## config.mk

```make
export PLATFORM = sky130hd
export DESIGN_NAME = and2_reg_flat
export DESIGN_NICKNAME = d
export VERILOG_FILES = /design/src/rtl/and2_reg_if.sv /design/src/rtl/and2_reg.sv /design/src/flat_wrapper.sv
export SDC_FILE = /design/constraint.sdc
export NUM_CORES = 1
export LEC_CHECK = 0
export ABC_AREA = 1
export CORE_ASPECT_RATIO = 1.1
export CORE_MARGIN = 2
export CORE_UTILIZATION = 33
export CTS_BUF_LIST = sky130_fd_sc_hd__clkbuf_8
export DETAILED_ROUTE_END_ITERATION = 7
export MAX_ROUTING_LAYER = met4
export SLEW_MARGIN = 5
export SYNTH_ARGS = -nofsm -noshare
export SYNTH_HDL_FRONTEND = slang
export SYNTH_SLANG_ARGS = --single-unit
```

## constraint.sdc

```tcl
create_clock -name clk -period 1.41 [get_ports clk]
set_input_delay 0.141 -clock clk [delete_from_list [all_inputs] [get_ports clk]]
set_output_delay 0.141 -clock clk [all_outputs]
set_load 0.05 [all_outputs]
```

## src/rtl/and2_reg_if.sv

```systemverilog
// Bus bundle for and2_reg: AND operands, counter clear and all result outputs.
// The master side drives the operands and clr; the slave side (the block) returns the results.
interface and2_reg_if #(
  parameter int WIDTH = 1,
  parameter int CNT_W = 16
);
  logic [WIDTH-1:0] x0;
  logic [WIDTH-1:0] x1;
  logic             clr;
  logic [WIDTH-1:0] z0;
  logic [WIDTH-1:0] z0_q;
  logic [WIDTH-1:0] rise;
  logic [CNT_W-1:0] rise_cnt;
  logic             cnt_sat;

  modport master (
    output x0, x1, clr,
    input  z0, z0_q, rise, rise_cnt, cnt_sat
  );

  modport slave (
    input  x0, x1, clr,
    output z0, z0_q, rise, rise_cnt, cnt_sat
  );
endinterface

```

## src/rtl/and2_reg.sv

```systemverilog
// Vectorised 2-input AND with a registered copy, per-lane rising-edge pulse and saturating event counter.
// Define AND2_REG_SYNC_EN to put a 2-flop synchroniser on x0/x1 ahead of the registered path.
module and2_reg #(
  parameter int WIDTH = 1,
  parameter int CNT_W = 16
) (
  input  logic        clk,
  input  logic        rst_n,
  and2_reg_if.slave   bus
);

  logic [WIDTH-1:0] x0_reg;
  logic [WIDTH-1:0] x1_reg;
  logic [WIDTH-1:0] z0_q_r;
  logic [WIDTH-1:0] prev;
  logic [WIDTH-1:0] rise_r;
  logic [CNT_W-1:0] cnt_r;
  logic             sat;

  // Combinational path always uses the raw inputs, even in the synchronised build.
  assign bus.z0 = bus.x0 & bus.x1;

`ifdef AND2_REG_SYNC_EN
  logic [WIDTH-1:0] x0_s1;
  logic [WIDTH-1:0] x0_s2;
  logic [WIDTH-1:0] x1_s1;
  logic [WIDTH-1:0] x1_s2;

  always_ff @(posedge clk or negedge rst_n) begin
    if (!rst_n) begin
      x0_s1 <= '0;
      x0_s2 <= '0;
      x1_s1 <= '0;
      x1_s2 <= '0;
    end else begin
      x0_s1 <= bus.x0;
      x0_s2 <= x0_s1;
      x1_s1 <= bus.x1;
      x1_s2 <= x1_s1;
    end
  end

  assign x0_reg = x0_s2;
  assign x1_reg = x1_s2;
`else
  assign x0_reg = bus.x0;
  assign x1_reg = bus.x1;
`endif

  always_ff @(posedge clk or negedge rst_n) begin
    if (!rst_n) begin
      z0_q_r <= '0;
      prev   <= '0;
      rise_r <= '0;
    end else begin
      z0_q_r <= x0_reg & x1_reg;
      prev   <= z0_q_r;
      rise_r <= z0_q_r & ~prev;
    end
  end

  assign sat = &cnt_r;

  // One count per cycle with any lane pulsing; clr takes priority over a coincident event.
  always_ff @(posedge clk or negedge rst_n) begin
    if (!rst_n) begin
      cnt_r <= '0;
    end else if (bus.clr) begin
      cnt_r <= '0;
    end else if ((|rise_r) && !sat) begin
      cnt_r <= cnt_r + CNT_W'(1);
    end
  end

  assign bus.z0_q     = z0_q_r;
  assign bus.rise     = rise_r;
  assign bus.rise_cnt = cnt_r;
  assign bus.cnt_sat  = sat;

endmodule

```

## src/flat_wrapper.sv

```systemverilog
// flat-port wrapper written by rule: the top's interface ports become plain ports
module and2_reg_flat 
#(
  parameter int WIDTH = 1,
  parameter int CNT_W = 16
)
  (clk, rst_n, bus_x0, bus_x1, bus_clr, bus_z0, bus_z0_q, bus_rise, bus_rise_cnt, bus_cnt_sat);
  and2_reg_if #(.WIDTH(WIDTH), .CNT_W(CNT_W)) bus_i ();
  input  logic clk;
  input  logic rst_n;
  input wire logic [$bits(bus_i.x0)-1:0] bus_x0;
  input wire logic [$bits(bus_i.x1)-1:0] bus_x1;
  input wire logic [$bits(bus_i.clr)-1:0] bus_clr;
  output wire logic [$bits(bus_i.z0)-1:0] bus_z0;
  output wire logic [$bits(bus_i.z0_q)-1:0] bus_z0_q;
  output wire logic [$bits(bus_i.rise)-1:0] bus_rise;
  output wire logic [$bits(bus_i.rise_cnt)-1:0] bus_rise_cnt;
  output wire logic [$bits(bus_i.cnt_sat)-1:0] bus_cnt_sat;
  assign bus_i.x0 = bus_x0;
  assign bus_i.x1 = bus_x1;
  assign bus_i.clr = bus_clr;
  assign bus_z0 = bus_i.z0;
  assign bus_z0_q = bus_i.z0_q;
  assign bus_rise = bus_i.rise;
  assign bus_rise_cnt = bus_i.rise_cnt;
  assign bus_cnt_sat = bus_i.cnt_sat;
  and2_reg #(.WIDTH(WIDTH), .CNT_W(CNT_W)) u_core (.clk(clk), .rst_n(rst_n), .bus(bus_i));
endmodule
```

# Word-level counts from Yosys, hierarchy flattened
# Cells that the tools add are included.
[op_classes]
n_reduce_logical = 4
n_addsub = 1
mux = 2
n_bitwise = 3
[ops]
columns = ["operator", "n"]
rows = [
  ["16-bit two-way mux", 2],
  ["16-bit by 1-bit adder with 16-bit output (second input constant)", 1],
  ["16-bit AND reduction", 1],
  ["1-bit AND", 2],
  ["2-bit nonzero test", 1],
  ["1-bit logical AND", 1],
  ["1-bit zero test", 1],
  ["1-bit inverter", 1],
]
[totals]
reg_bits = 19
out_inout_bits = 20
input_bits = 5

# Longest topological paths before layout
# Gate-level depths: netlist (run 1).
[depth]
depth_word = 5
mapped_depth = 10
ltp_nobuf = 9

# Least setup slack after synthesis (run 1)
# OpenSTA, ideal clock, no wires.
[synth_path]
kind = "register -> output"
start = "register u_core.cnt_r[1], in the netlist u_core.bus.rise_cnt[1]"
end = "output port bus_cnt_sat"
path_buffers = 0
slack_ns = -0.486
stages_incl_launch_ff = 6
arrival_ns = 1.755
cell_sequence = "dfrtp_1 -> ha_1 -> nand2_1 -> nor2_4 -> nand4_1 -> inv_1"
[synth_between]
elab_chain_cells = 1
[synth_lines]
columns = ["element", "line_no", "text"]
rows = [
  ["from (decl)", "and2_reg.sv:17", "logic [CNT_W-1:0] cnt_r;"],
  ["from (signal assigned)", "and2_reg.sv:71", "cnt_r <= cnt_r + CNT_W'(1);"],
  ["16-bit AND reduction", "and2_reg.sv:62", "assign sat = &cnt_r;"],
  ["to (decl)", "flat_wrapper.sv:18", "output wire logic [$bits(bus_i.cnt_sat)-1:0] bus_cnt_sat;"],
]
# Every way passes these cells.

# Worst setup path after layout (run 1)
# Same ends and word-level chain as after synthesis.

==> results.tsv, run 1 <==
metric	value	unit
critical-path maximum fanout	2	
# rows	22	
Gate power share	14.9	%
clk sinks	19	
f_max	0.615	GHz
# IOs	25	
Worst-Skew Late Latency	0.25	ns
n_diodes	0	
main combinational cell family by area after synthesis	simple AND/OR/NAND/NOR gates	
Max Slew Vio Count	0	
Post-Synthesis Cells	151	
Synth top area share	42.9	%
area of the multi-input gates	662	µm²
routability cong.	0.878	
slew margin rel.	76.8	%
chip height	64.8	µm
critical-path cell list	ha_4, nand2_4, nor2_4, buf_6, nand4_1, buf_4, inv_2, buf_12	
CP max-delay cell	dfrtp_2	
Cell Area, Placed	1860	µm²
register area share after synthesis	42.9	%
deepest clock path buffer count	2	
CTS H-Tree Depth	1	
R2R depth	11	
ys flop type	dfrtp_1	
vias in the first global route	1168	
Final period util	115	%
Sw Share	26.0	%
Root Driver	clkbuf_8	
reg2reg end	u_core.bus.rise_cnt[2]	
CTS tree	built	
final hold violations	0	
worst hold path type	input port to async pin	
overflow left after global routing	0	
I/O Buffers	24	
most common cell in the netlist	nand2_1	
WP data required	1.27	ns
crit start category	flip-flop	
adder-cell share of the synthesized area	1.13	%
crit path from	u_core.bus.rise_cnt[1]	
syn avg cell area	7.34	µm²
final-layout fill cell count	266	
layout cells sized above 1	43.9	%
starting density of the core	33.8	%
CORE AREA	3280	µm²
Max IR drop VDD	0.357	mV
Detail Route Antenna Nets	0	
status	complete, but fails checks	
Tot GR Track Use	18.9	%
routed wire length	3.21	mm
Yosys warning count	0	
asr flop ratio synth	100	%
Area growth, synth to finish	81.7	%
post-DP HPWL	2.28	mm
post-synth cell types	20	
clock share of power	34.4	%
DR WL/cell	12.8	µm
Hold Slack	0.225	ns
leading area contributor after synthesis	dfrtp_1	
crit path kind	flip-flop to output pin	
vias post-DR	1253	
Mapped Area	1110	µm²
Sequential Area	487	µm²
Crit. End Element	output pin	
sw power	0.000286	W
Final WS setup	-0.216	ns
cell family with most CP delay	buffers and inverters	
DRC	0	
Post-Synth XOR/XNOR Area	4.74	%
min cycle time layout	1.63	ns
CP arrival	1.49	ns
Worst Setup EP	bus_cnt_sat	
Max Cap Viol	0	
P_leak	0.921	nW
final setup vio count	17	
number of enable flip-flop cells after synthesis	0	
pwr dens	547	nW/µm²
largest net degree at the start of global routing	20	
simple-gate area share of the yosys netlist	41.9	%
CTS Buf Count	3	
Post-Layout Inst Area	2010	µm²
Post-synth top cells	nand2_1 (57), nor2_1 (20), dfrtp_1 (19)	
Synth Area in Compound Gates	4.29	%
Initial DRC Count	42	
Vias per Instance	5.01	
first-pass GRT wire length	5.37	mm
sequential share of power	50.8	%
violated checks	setup timing	
FF-to-FF setup slack	-0.17	ns
clock skew	0.00128	ns
WP depth	8	
worst r2r src	u_core.bus.rise_cnt[1]	
Max stage delay on crit path	0.39	ns
nets@finish	221	
Power Internal	0.000815	W
RSZ-0062 raised after global routing	true	
synth top area cells	dfrtp_1 (43%), nand2_1 (19%), nor2_1 (6.8%), nand3_1 (5.9%), inv_1 (3.7%)	
Synth Net Count	157	
area of the die	3840	µm²
Buffers & Inverters on Critical Path	4	
clk slew on worst S/H paths	0.07	ns
TritonRoute pass-1 iters	4	
mux contribution to synthesized area	0	%
initial antenna violation count	0	
Tightest Pin Transition	0.347	ns
die width	59.3	µm
Synth Register Bits	19	
[cell usage in the layout, fill, tap and decap left out]
cell,Yosys,routed
ha_4,0,1
o21bai_1,1,1
clkdlybuf4s50_1,0,4
nor2_2,1,1
a21oi_1,4,2
nand4_1,6,6
nand3_2,0,3
nor2_4,3,5
xnor2_1,3,3
nand2_4,0,1
nand2_2,1,9
clkbuf_8,0,3
nor2_8,1,1
dfrtp_1,19,10
buf_6,1,3
o21ai_0,3,3
nor2_1,20,19
nand2_1,57,48
a21oi_2,0,2
buf_12,0,21
o21ai_2,0,1
buf_4,0,32
xor2_1,3,3
dfrtp_2,0,9
or2_2,1,1
inv_2,0,1
inv_1,11,11
nand3_1,13,10
[registers in the layout (all words and copies together) (netlist names)]
register / count
u_core.bus.rise: 1
u_core.bus.z0_q: 1
u_core.prev: 1
u_core.bus.rise_cnt: 16
[area by class of cell]
| class | instances | share of cell area (%) |
|---|---|---|
| Timing Repair Buffer | 60 | 36.5 |
| Multi-Input combinational cell | 120 | 32.9 |
| Sequential cell | 19 | 24.2 |
| Tap cell | 36 | 2.24 |
| Clock buffer | 3 | 2.05 |
| Inverter | 11 | 2.05 |
| Clock inverter | 1 | 0.186 |
[per-layer routing]
| layer | wire [µm] | GRT usage (%) |
|---|---|---|
| met5 | 0 | - |
| met4 | 30 | 6.82 |
| met3 | 151 | 2.00 |
| met1 | 1390 | 26.3 |
| met2 | 1640 | 28.3 |
[worst reg2reg max path, cell delays in order, from the launching register on]
cell	delay, ns
dfrtp_2	0.39
ha_4	0.15
nand2_4	0.05
nor2_4	0.09
buf_4	0.13
nand2_2	0.06
nor2_4	0.10
nor2_4	0.06
buf_12	0.13
nor2_4	0.21
nand2_1	0.08
nand2_1	0.05
[through the flow]
stage	util [%]	TNS, ns	total power (W)	setup WS, ns	cells
global route	61.5	-3.84	0.00115	-0.305	250
floorplan	-	-3.28	0.000634	-0.229	151
finish	61.5	-2.39	0.00110	-0.216	250
CTS	59.2	-1.69	0.00110	-0.211	248
detailed placement	56.7	-0.616	0.000724	-0.0628	240
global placement	56.7	-0.164	0.000720	-0.0213	240
[power groups by stage]
stage	clock network (W)	logic, W	registers, W
2_1_floorplan	0	0.0000447	0.000590
3_3_place_gp	0	0.000151	0.000569
3_5_place_dp	0	0.000154	0.000570
4_1_cts	0.000385	0.000159	0.000559
5_1_grt	0.000411	0.000175	0.000560
6_report	0.000378	0.000164	0.000559
[cells by family after synthesis]
kind of cell | count (synthesis)
AOI/OAI and AO/OA | 9
xor gates and xnor gates | 6
adders and majority gates | 1
buffers and inverters | 13
DFF | 19
and+or+nand+nor | 103
[how the worst min path moves through the flow]
stage | from | endpoint | slack [ns] | depth (start not counted)
final | rst_n | u_core.bus.rise_cnt[14] | 0.23 | 2
after global routing | rst_n | u_core.bus.rise_cnt[14] | 0.26 | 2
after CTS | rst_n | u_core.bus.rise_cnt[15] | 0.24 | 2
after detailed placement | u_core.prev | u_core.bus.rise | 0.39 | 1
after global placement | u_core.prev | u_core.bus.rise | 0.38 | 1
after floorplan | rst_n | u_core.bus.rise | -0.15 | 0
[timing repair]
item                                    4_1_cts  5_1_grt
gates resized for setup                       1       17
setup buffers                                 3        2
hold buffers                                  0        0
endpoints found under the setup margin       14       17
pin swaps                                     7       13
gates cloned                                  1        0
No activity file was read; power rests on OpenSTA's default activity.
==> run 2, diff against run 1 <==
--- a/config.mk
+++ b/config.mk
@@ -11,6 +11,7 @@
 export CORE_UTILIZATION = 33
 export CTS_BUF_LIST = sky130_fd_sc_hd__clkbuf_8
 export DETAILED_ROUTE_END_ITERATION = 7
+export GPL_TIMING_DRIVEN = 0
 export MAX_ROUTING_LAYER = met4
 export SLEW_MARGIN = 5
 export SYNTH_ARGS = -nofsm -noshare
==> constraint.sdc (replaced) <==
create_clock -name clk -period 1.3 [get_ports clk]
set_input_delay 0.13 -clock clk [delete_from_list [all_inputs] [get_ports clk]]
set_output_delay 0.13 -clock clk [all_outputs]
set_load 0.05 [all_outputs]
==> run 2 against run 1 <==
Worst setup slack lost 0.012 ns. The flow still finishes with violations (setup timing). Critical path type is now flip-flop to flip-flop. Flip-flop and latch count is the same. Critical path depth grew 3. Sequential share of layout area grew 5.1 points. Global-route usage shrank 1.6 points. Total power grew 6.2%. Non-clock buffer count shrank 16. Die area is the same.
==> results.tsv, run 2 (synthesized netlist as in run 1, its figures left out) <==
metric	value	unit
wire length on met3	113	µm
Area growth, synth to finish	50.7	%
clk sinks	19	
Sw Share	25.9	%
met1 WL	1.26	mm
Detail Route Antenna Nets	0	
CP max-delay cell	dfrtp_2	
RSZ-0062 raised after global routing	true	
CTS tree	built	
Tightest Pin Transition	0.826	ns
chip height	64.8	µm
area of the die	3840	µm²
Final period util	118	%
Max stage delay on crit path	0.39	ns
CORE AREA	3280	µm²
vias post-DR	1171	
Worst-Skew Late Latency	0.26	ns
sequential share of power	51.9	%
sw power	0.000302	W
min cycle time layout	1.53	ns
status	complete, but fails checks	
CP arrival	1.72	ns
largest net degree at the start of global routing	20	
DRC	0	
Gate power share	13.4	%
slew margin rel.	44.8	%
most frequent cells in the layout	nand2_1 (44), nor2_1 (18), buf_4 (15), nand3_1 (13)	
Max IR drop VDD	0.394	mV
pwr dens	700	nW/µm²
crit-path most repeated cell	nor2_4	
CTS Buf Count	3	
Max Slew Vio Count	0	
Root Driver	clkbuf_8	
max reg flops	16	
Final WS setup	-0.228	ns
Max Cap Viol	0	
FF-to-FF setup slack	-0.23	ns
f_max	0.654	GHz
I/O Buffers	24	
starting density of the core	33.8	%
P_leak	0.765	nW
worst hold path type	input port to async pin	
overflow left after global routing	0	
top sig layer	met4	
cts hold-fix bufs	0	
TritonRoute pass-1 iters	4	
Non-Filler Instances	233	
final setup vio count	18	
initial antenna violation count	0	
vias in the first global route	1090	
clock share of power	34.8	%
layout cells sized above 1	39.6	%
crit path kind	flip-flop to flip-flop	
die width	59.3	µm
first-pass GRT wire length	4.99	mm
clk slew on worst S/H paths	0.07	ns
area of the multi-input gates	654	µm²
crit start category	flip-flop	
violated checks	setup timing	
Vias per Instance	5.03	
final-layout fill cell count	322	
Power Internal	0.000867	W
Tot GR Track Use	17.3	%
Sequential Area	489	µm²
clock skew	0.00503	ns
# rows	22	
# IOs	25	
nets@finish	204	
CTS H-Tree Depth	1	
deepest clock path buffer count	2	
n_diodes	0	
routability cong.	0.863	
critical-path cell list	ha_4, nand2_4, nor2_4, nand2_2, nor2_4, nor2_4, buf_12, nor2_8, buf_6, nand2_2, nand2_1	
WP data required	1.49	ns
DR WL/cell	12.7	µm
commonest non-fill, non-tap cell in the layout	nand2_1	
post-DP HPWL	1.91	mm
routed wire length	2.96	mm
met2 WL	1.55	mm
Overall Power	0.00117	W
Initial DRC Count	11	
Placed Cells	211	
final hold violations	0	
critical-path maximum fanout	5	
Crit. End Element	flip-flop	
-- run 2: timing repair --
item	CTS	global route
cloned	1	0
pin swaps	9	2
setup buffers	12	5
gates resized for setup	74	19
setup endpoints to repair	36	24
-- run 2: power by group through the flow --
stage               clock [W]  combinational (W)  sequential (W)
finish               0.000407           0.000156        0.000606
global route         0.000451           0.000167        0.000608
CTS                  0.000420           0.000159        0.000606
detailed placement          0           0.000124        0.000619
global placement            0           0.000124        0.000619
floorplan                   0          0.0000485        0.000640
-- run 2: critical path: cells and delay by family (launching register included) --
family / cells / cell delay, ns
AND/OR/NAND/NOR: 8 / 0.65
flip-flops: 1 / 0.39
buffers and inverters: 2 / 0.28
adder cells (fa/ha/maj): 1 / 0.15
-- run 2: area by class of cell --
class / instances / area share, %
timing repair buffer: 42 / 22.8
multi-input combinational: 119 / 39.2
buffer: 2 / 0.899
sequential: 19 / 29.3
clock inverter: 1 / 0.225
clock buffer: 3 / 2.47
tap: 36 / 2.70
inverter: 11 / 2.47
-- run 2: layer usage --
layer | vias up | track usage (%)
li1 | 578 | -
met2 | 24 | 29.0
met4 | 0 | 5.11
met5 | - | -
met1 | 564 | 21.6
met3 | 5 | 1.80
-- run 2: final timing paths --
check / startpoint / endpoint / cells past startpoint
min in group clk: u_core.prev / u_core.bus.rise / 1
min: rst_n / u_core.bus.rise_cnt[2] / 1
max: u_core.bus.rise_cnt[1] / u_core.bus.rise_cnt[9] / 11
max in group asynchronous: rst_n / u_core.bus.rise_cnt[10] / 1
max reg2reg: u_core.bus.rise_cnt[1] / u_core.bus.rise_cnt[9] / 11
min reg2reg: u_core.prev / u_core.bus.rise / 1
-- run 2: stage by stage --
| stage | area, µm² | hold slack [ns] | worst slack (ns) | utilization, % | setup TNS (ns) |
|---|---|---|---|---|---|
| after floorplan | 1140 | -0.166 | -0.339 | - | -5.13 |
| after CTS | 1650 | 0.396 | -0.226 | 50.3 | -3.32 |
| final | 1670 | 0.348 | -0.228 | 51.0 | -3.41 |
| after detailed placement | 1430 | 0.386 | -0.827 | 43.6 | -7.17 |
| after global placement | 1430 | 0.382 | -0.796 | 43.6 | -6.75 |
| after global routing | 1670 | 0.422 | -0.316 | 51.0 | -4.87 |
==> run 3, diff against run 2 <==
--- a/config.mk
+++ b/config.mk
@@ -6,13 +6,13 @@
 export NUM_CORES = 1
 export LEC_CHECK = 0
 export ABC_AREA = 1
-export CORE_ASPECT_RATIO = 1.1
 export CORE_MARGIN = 2
-export CORE_UTILIZATION = 33
+export CORE_UTILIZATION = 46
 export CTS_BUF_LIST = sky130_fd_sc_hd__clkbuf_8
 export DETAILED_ROUTE_END_ITERATION = 7
 export GPL_TIMING_DRIVEN = 0
 export MAX_ROUTING_LAYER = met4
+export PLACE_DENSITY = 0.77
 export SLEW_MARGIN = 5
 export SYNTH_ARGS = -nofsm -noshare
 export SYNTH_HDL_FRONTEND = slang
==> constraint.sdc (replaced) <==
create_clock -name clk -period 1.4 [get_ports clk]
set_input_delay 0.14 -clock clk [delete_from_list [all_inputs] [get_ports clk]]
set_output_delay 0.14 -clock clk [all_outputs]
set_load 0.05 [all_outputs]
==> run 3 against run 2 <==
Fmax rose by 0.23%. Wire length grew 5.1%. Highest routed layer unchanged. Final area increased by 0.60%. Non-clock buffer count fell by 5. Hold slack better by 0.033 ns. The run still ends with setup timing left. Critical endpoint is now u_core.bus.rise_cnt[15]. Critical path type unchanged.
==> results.tsv, run 3 (synthesized netlist as in run 1, its figures left out) <==
metric	value	unit
status	complete, but fails checks	
violated checks	setup timing	
CTS tree	built	
clock skew	0.00326	ns
Vias per Instance	5.30	
Placement Setup Slack	-0.721	ns
I/O Buffers	24	
Crit. End Element	flip-flop	
Max stage delay on crit path	0.43	ns
critical-path cell list	ha_4, nand2_4, nor2_4, nand2_2, nor2_4, nor2_4, nor2_8, clkbuf_16, nand2_2, nand2_1	
# rows	17	
R2R depth	10	
Post-Layout Inst Area	1680	µm²
crit-path most repeated cell	nor2_4	
routed wire length	3.11	mm
critical-path maximum fanout	5	
Worst-Skew Late Latency	0.25	ns
Overall Power	0.00110	W
most frequent cells in the layout	nand2_1 (38), nor2_1 (17), nand2_2 (12)	
TritonRoute pass-1 iters	4	
Max Slew Vio Count	0	
clk sinks	19	
worst hold path type	input port to async pin	
Tot GR Track Use	27.1	%
DR WL/cell	14.1	µm
Buffers & Inverters on Critical Path	1	
largest net degree at the start of global routing	20	
FF-to-FF setup slack	-0.12	ns
CTS Buf Count	3	
crit path from	u_core.bus.rise_cnt[0]	
Area growth, synth to finish	51.6	%
min cycle time layout	1.52	ns
crit path kind	flip-flop to flip-flop	
layout cells sized above 1	35.9	%
first-pass GRT wire length	5.47	mm
Detail Route Antenna Nets	0	
Initial DRC Count	36	
reg2reg end	u_core.bus.rise_cnt[15]	
Tightest Pin Transition	0.877	ns
vias post-DR	1165	
# IOs	25	
clk slew on worst S/H paths	0.07	ns
Root Driver	clkbuf_8	
Final WS setup	-0.124	ns
cell family with most CP delay	simple AND/OR/NAND/NOR gates	
slew margin rel.	41.3	%
f_max	0.656	GHz
overflow left after global routing	0	
post-DP HPWL	1.92	mm
Cell Area, Placed	1420	µm²
n_diodes	0	
worst r2r src	u_core.bus.rise_cnt[0]	
Final period util	109	%
Setup TNS	-1.48	ns
P_leak	0.811	nW
deepest clock path buffer count	2	
chip height	53.1	µm
CP max-delay cell	dfrtp_2	
die width	53.1	µm
Max Cap Viol	0	
area of the die	2820	µm²
nets@finish	199	
CTS H-Tree Depth	1	
routability cong.	0.840	
commonest non-fill, non-tap cell in the layout	nand2_1	
final setup vio count	15	
CORE AREA	2250	µm²
max reg flops	16	
starting density of the core	49.2	%
WP data required	1.55	ns
crit start category	flip-flop	
RSZ-0062 raised after global routing	true	
initial antenna violation count	0	
Max IR drop VDD	0.548	mV
cts hold-fix bufs	0	
vias in the first global route	1206	
final hold violations	0	
CP arrival	1.67	ns
pwr dens	656	nW/µm²
DRC	0	
==> run 3: report_power, final <==
group / internal (W) / leakage [nW] / switching, W
registers: 0.000556 / 0.244 / 0.00000737
logic: 0.0000640 / 0.540 / 0.0000988
clock network: 0.000195 / 0.0269 / 0.000181
total: 0.000815 / 0.811 / 0.000287
==> run 3: final cells by class <==
type,count,area (µm²)
multi-input cells,119,699
fillers,173,574
well taps,28,35.0
clock inverters,1,3.75
inverters,11,41.3
flip-flops and latches,19,489
clock buffers,3,41.3
repair buffers,37,350
plain buffers,2,20.0
==> run 3: how the worst max path moves through the flow <==
stage                                         end  slack [ns]  cells past startpoint
after global routing                  bus_cnt_sat       -0.21                      6
after detailed placement              bus_cnt_sat       -0.72                      6
after CTS                             bus_cnt_sat       -0.13                      6
final                     u_core.bus.rise_cnt[15]       -0.12                     10
after global placement                bus_cnt_sat       -0.72                      6
after floorplan           u_core.bus.rise_cnt[13]       -0.24                     10
==> run 3: metrics by stage <==
step	hold slack (ns)	cells	utilization [%]
2_1_floorplan	-0.156	151	-
3_3_place_gp	0.384	203	62.9
3_5_place_dp	0.394	203	62.9
4_1_cts	0.404	219	72.1
5_1_grt	0.420	220	74.5
6_report	0.381	220	74.5
==> run 3: per-layer routing <==
layer,track usage [%],share of wire [%],vias up
li1,-,-,564
met1,34.0,42,552
met2,45.6,49,41
met3,4.24,7.3,8
met4,7.26,1.7,0
met5,-,0,-
==> run 3: what timing repair did <==
action	CTS	global route
setup endpoints to repair	36	23
gates cloned	1	0
buffers inserted	12	1
resized for setup	54	29
endpoints found under the hold margin	0	0
pin swaps	14	11
==> run 3: worst register-to-register path, cell delays in order (launching register included) <==
cell and delay (ns):
dfrtp_2 0.43, ha_4 0.17, nand2_4 0.06, nor2_4 0.05
nand2_2 0.09, nor2_4 0.05, nor2_4 0.23, nor2_8 0.07
clkbuf_16 0.18, nand2_2 0.05, nand2_1 0.05
